### src/rtl/updown_counter.sv
// Loadable up/down modulo counter with registered wrap pulses and direction.
// Define UDC_SATURATE_EN to hold at the limits instead of wrapping.
module updown_counter #(
  parameter int WIDTH     = 4,
  parameter int MAX_VAL   = (1 << WIDTH) - 1,
  parameter int RESET_VAL = 0
) (
  input  logic             clk,
  input  logic             rst,
  input  logic             load,
  input  logic             updown,
  input  logic [WIDTH-1:0] data,
  output logic [WIDTH-1:0] data_out,
  output logic             tc_up,
  output logic             tc_dn,
  output logic             dir
);

  typedef enum logic {DOWN = 1'b0, UP = 1'b1} dir_t;

  localparam logic [WIDTH:0]   MAX_W = (WIDTH+1)'(MAX_VAL);
  localparam logic [WIDTH-1:0] MAX_V = WIDTH'(MAX_VAL);
  localparam logic [WIDTH-1:0] RST_V = WIDTH'(RESET_VAL);

  dir_t             state, state_nx;
  logic [WIDTH-1:0] cnt, cnt_nx;
  logic             up_nx, dn_nx;
  logic [WIDTH:0]   inc, dec;

  assign inc = {1'b0, cnt} + (WIDTH+1)'(1);
  assign dec = {1'b0, cnt} - (WIDTH+1)'(1);

  always_ff @(posedge clk or posedge rst) begin
    if (rst) begin
      state <= UP;
      cnt   <= RST_V;
      tc_up <= 1'b0;
      tc_dn <= 1'b0;
    end else begin
      state <= state_nx;
      cnt   <= cnt_nx;
      tc_up <= up_nx;
      tc_dn <= dn_nx;
    end
  end

  always_comb begin
    state_nx = state;
    cnt_nx   = cnt;
    up_nx    = 1'b0;
    dn_nx    = 1'b0;
    if (load) begin
      cnt_nx = ({1'b0, data} > MAX_W) ? MAX_V : data;
    end else if (updown) begin
      state_nx = UP;
      if (cnt == MAX_V) begin
        up_nx = 1'b1;
`ifdef UDC_SATURATE_EN
        cnt_nx = MAX_V;
`else
        cnt_nx = '0;
`endif
      end else begin
        cnt_nx = inc[WIDTH-1:0];
      end
    end else begin
      state_nx = DOWN;
      if (cnt == '0) begin
        dn_nx = 1'b1;
`ifdef UDC_SATURATE_EN
        cnt_nx = '0;
`else
        cnt_nx = MAX_V;
`endif
      end else begin
        cnt_nx = dec[WIDTH-1:0];
      end
    end
  end

  assign data_out = cnt;
  assign dir      = (state == UP);

  // Control inputs must be known whenever the counter is running.
  a_no_x: assert property (@(posedge clk) disable iff (rst)
    !$isunknown({load, updown}));

endmodule

### config.mk
export PLATFORM = sky130hd
export DESIGN_NAME = updown_counter
export DESIGN_NICKNAME = d
export VERILOG_FILES = /design/src/rtl/updown_counter.sv
export SDC_FILE = /design/constraint.sdc
export NUM_CORES = 1
export LEC_CHECK = 0
export CAP_MARGIN = 25
export CORE_AREA = 2 2 39 41
export DETAILED_ROUTE_END_ITERATION = 8
export DIE_AREA = 0 0 41 43
export PLACE_DENSITY_LB_ADDON = 0.12
export REMOVE_ABC_BUFFERS = 1
export SLEW_MARGIN = 40
export SYNTH_ARGS = -nofsm -noshare
export SYNTH_HDL_FRONTEND = slang
export SYNTH_SLANG_ARGS = --single-unit
### constraint.sdc
create_clock -name clk -period 2.5 [get_ports clk]
set_clock_uncertainty 0.2 [all_clocks]
set_input_delay 0.5 -clock clk [delete_from_list [all_inputs] [get_ports clk]]
set_output_delay 0.5 -clock clk [all_outputs]
set_load 0.05 [all_outputs]
======== Word level (Yosys, flattened, before mapping) ========
Cells that the tools add are included.
word-level totals
  register bits after elaboration ......... 7
  output and inout bits ................... 7
  word-level logic and storage cells ...... 19
  bits of input ports ..................... 8
cells by class
  add/sub/neg operators ................... 2
  eq/ne operators ......................... 1
  multiplexer cells ....................... 11
  reductions and logical operators ........ 1
operators with widths
  kind                 count
  $mux 4               4
  $mux 1               7
  $add 4x1->4 const B  1
  $eq 4x4->1 const B   1
  $logic_not 4->1      1
  $sub 4x1->4 const B  1

======== Depth between registers and ports, before layout ========
  word-level depth ........................ 4
  gate-level depth with buffers ........... 6
  mapped depth without buffers ............ 6

======== Least setup slack after synthesis ========
OpenSTA, ideal clock, no wires.
  path type ............................... register to register
  start ................................... register cnt[0], in the netlist data_out[0]
  end ..................................... register cnt[0], in the netlist data_out[0]
  slack ................................... 0.670 ns
  arrival time ............................ 1.505 ns
  stages on the path, launching flop included .. 6
  path through ............................ dfrtp_1 -> ha_1 -> nand4_1 -> nor2_2 -> o21ai_1 -> mux2_2
on the way
  cells in the longest elaborated chain, start to end .. 4
  elaborated cells on any way between the ends .. 8
RTL lines
  what                                 RTL line  source
  start: declaration                   26        logic [WIDTH-1:0] cnt, cnt_nx;
  start signal: assignment             41        cnt <= cnt_nx;
  $sub 4x1->4 (tied with other cells)  31        assign dec = {1'b0, cnt} - (WIDTH+1)'(1);
  $mux 4, on equally long branches     68, 56
  $mux 4 (*)                           54        end else if (updown) begin
  $mux 4 (*)                           52        if (load) begin
  net cnt_nx[0]                        26
Mark *: on every way through the listed nets, which the timed path passes. The rest lies on a longest branch.
A chain may end at the register's enable or synchronous reset.

======== Final worst setup path ========
  start ................................... register cnt[0], in the netlist data_out[0]
  end ..................................... output port data_out[0]
RTL lines
  what              RTL line  source
  end: declaration  13        output logic [WIDTH-1:0] data_out,
No word-level cell between the ends.

==> flow_summary.toml <==
[worst_setup_path]
timing.critical_path.max_delay_family = "buffers and inverters"
setup.worst_path.class = "flip-flop to primary output"
worstPathRequired_ns = 1.80
worstReg2RegStart = "data_out[0]"
critical_path_peak_fanout = 7
worstSetupEndpointType = "primary output"
critPathBufInv = 1
critical-path-slowest-cell = "clkdlybuf4s50_1"
reg2regPathDepth = 6
cp_slowest_stage_delay_ns = 0.86
worst-endpoint-arrival_ns = 1.59
crit-reg2reg-capture = "data_out[0]"
setup.reg_to_reg.worst_slack_ns = 0.88
cp_cell_sequence = "clkdlybuf4s50_1"
start_kind = "flip-flop"
path_depth = 1

[placed_design]
io_buffer_count = 14
dp.final_hpwl_um = 575.4
gp_routability_congestion = 0.7338

[global_route]
largest_net_degree_at_the_start_of_global_routing = 11
grt_first_pass_wirelength_mm = 1.345
global_route.overflow_total = 0
first_global_vias = 322
global_router_s_overall_resource_usage_pct = 11.81
antenna_found_initial = 0

[run_status]
outcome = "finished, final reports clean"

[logic_synthesis]
post-synth-top-area-fraction_pct = 36.81
synth.yosys.warnings = 0
post_synth_main_area_contributors = "dfrtp_1 (37%), dfstp_2 (6.4%), ha_1 (6.1%), mux2_2 (5.5%), a21oi_1 (4.9%)"
synth_cells = 41
synth_area_um2 = 407.9
synth-seq-area-share_pct = 43.25
avgSynthCellArea_um2 = 9.949
synth_cell_type_count = 21
yosys_register_bits = 7
synth_top_area_cell = "dfrtp_1"

[clock_network]
clockBufferDepth = 2
clock-root-buffer = "clkbuf_4"
post_cts.resized_instances = 0
worstSkewPairLatency_ns = 0.26
cts_tree = "yes"
worst_setup_hold_path_clk_slew_ns = 0.06
cts_setup_buffers = 0
cts.htree.levels = 1
tritoncts_num_sinks = 7
cts_inserted_buffers = 3
cts.hold.buffers_added = 0

[layout]
ant_cells = 0
multi_input_comb_area_um2 = 195.2
filler_cell_count = 143
mostFrequentLayoutCell = "clkdlybuf4s50_1"
area_used_by_sequential_logic_in_the_layout_um2 = 176.4
post_synthesis_to_final_layout_area_growth_pct = 39.88
post_route_cells_drive_above_1_share_pct = 14.04
most-common-layout-cells = "clkdlybuf4s50_1 (14), dfrtp_1 (6), a21oi_1 (4)"
design.final.nets = 68

[pwr]
netSwitchingFraction_pct = 37.83
power.density_cell_area_nw_per_um2 = 697.4
share_clk_of_total_power_pct = 26.6
power_leakage_nw = 0.2512
total_power_mw = 0.3979
power_frac_seq_pct = 37.2
power.combinational.fraction_pct = 36.2
cellInternalPower_mw = 0.2474
p_sw_mw = 0.1505
irDropWorstVdd_mv = 0.3907

[routing]
drt_first_iter_violations = 6
detail_route.wirelength_um = 784
drc_errors = 0
post_drt_via_cell_ratio = 4.822
drt_pre_antenna_iters = 4
via_count = 352
ant_nets = 0
wire_per_inst_um = 10.74

[timing]
fmax_mhz = 436.9
slew_headroom_pct = 66.67
grt_setup_unrepaired = "false"
finalSetupViolCount = 0
finalSetupTns_ns = 0
report.final.hold_viol_count = 0
worst-slew-pin-transition_ns = 0.4984
drv_slew = 0
finalCritPeriodShare_pct = 91.56
final_period_minus_worst_setup_slack_ns = 2.289

[floorplanning]
ioPinCount = 15
die_height_um = 43
start_util_pct = 29.48
floorplan.die_area_um2 = 1763
rows = 14
dieWidth_um = 41
placeable_core_region_um2 = 1384

[flow_run]
timing.max_cap.violations = 0

[hold_path]
min-delay-path-class = "input port to asynchronous set/reset pin"
[power groups by stage]
stage	Clock [mW]	Combinational, mW	Sequential [mW]
after floorplan	0	0.0498	0.192
after global placement	0	0.145	0.151
after detailed placement	0	0.145	0.150
after CTS	0.107	0.146	0.148
after global routing	0.110	0.157	0.152
final	0.106	0.144	0.148
[worst max-delay path by stage]
stage / startpoint / to / slack, ns
finish: data_out[0] / data_out[0] / 0.21
detailed placement: updown / data_out[0] / 0.44
CTS: data_out[0] / data_out[0] / 0.21
global route: data_out[0] / data_out[0] / 0.17
floorplan: data_out[0] / data_out[0] / 0.67
global placement: updown / data_out[0] / 0.46
[sequential cells by signal, indices dropped and copies added, names as in the netlist]
signal    flops
data_out      4
dir           1
tc_up         1
tc_dn         1
[cells by family after synthesis]
family                   Yosys count  synth area share (%)
flip-flops                         7                 43.25
buffers and inverters              5                 8.895
multiplexers                       3                 7.975
AO/OA/AOI/OAI                     10                 14.11
AND/OR/NAND/NOR                   12                 15.34
adder cells (fa/ha/maj)            2                 6.134
XOR/XNOR                           2                 4.295
[metrics by stage]
stage               hold WS, ns  instance area, um^2  cells  util (%)  worst slack [ns]
global placement         0.4267                543.0     69     39.24            0.4558
finish                   0.2702                570.5     73     41.23            0.2109
CTS                      0.2820                570.5     73     41.23            0.2136
global route             0.3294                570.5     73     41.23            0.1734
floorplan                0.1027                382.9     39         -            0.6703
detailed placement       0.4277                543.0     69     39.24            0.4394
[synthesized netlist by cell type, drive strengths merged]
| cell type | number |
|---|---|
| buf | 1 |
| mux2 | 2 |
| o21ai | 4 |
| a21o | 1 |
| nand4 | 1 |
| xor2 | 2 |
| ha | 2 |
| nand4b | 1 |
| clkbuf | 1 |
| dfrtp | 6 |
| dfstp | 1 |
| nand2b | 1 |
| nor2 | 4 |
| mux2i | 1 |
| a21oi | 4 |
| a32o | 1 |
| inv | 3 |
| nand2 | 3 |
| nor2b | 2 |
[layout make-up]
cell class / count / area share, %
inverters: 3 / 1.974
repair buffers: 14 / 24.56
clock inverters: 1 / 0.8772
well taps: 16 / 3.509
multi-input cells: 29 / 34.21
clock buffers: 3 / 3.947
flip-flops and latches: 7 / 30.92
[per-layer routing]
layer	track usage (%)	vias to the layer above	wire, um
met5	0	-	0
li1	-	171	-
met2	15.94	14	341
met4	10.00	0	25
met3	3.141	4	51
met1	14.71	163	365
[worst reg2reg max path, cell delays in order, from the launching register on]
cell	delay [ns]
dfrtp_1	0.47
inv_1	0.07
ha_1	0.21
nor2b_1	0.14
nand2_1	0.09
o21ai_1	0.06
mux2_2	0.26
Note: power is estimated with default switching activity, not from simulation.
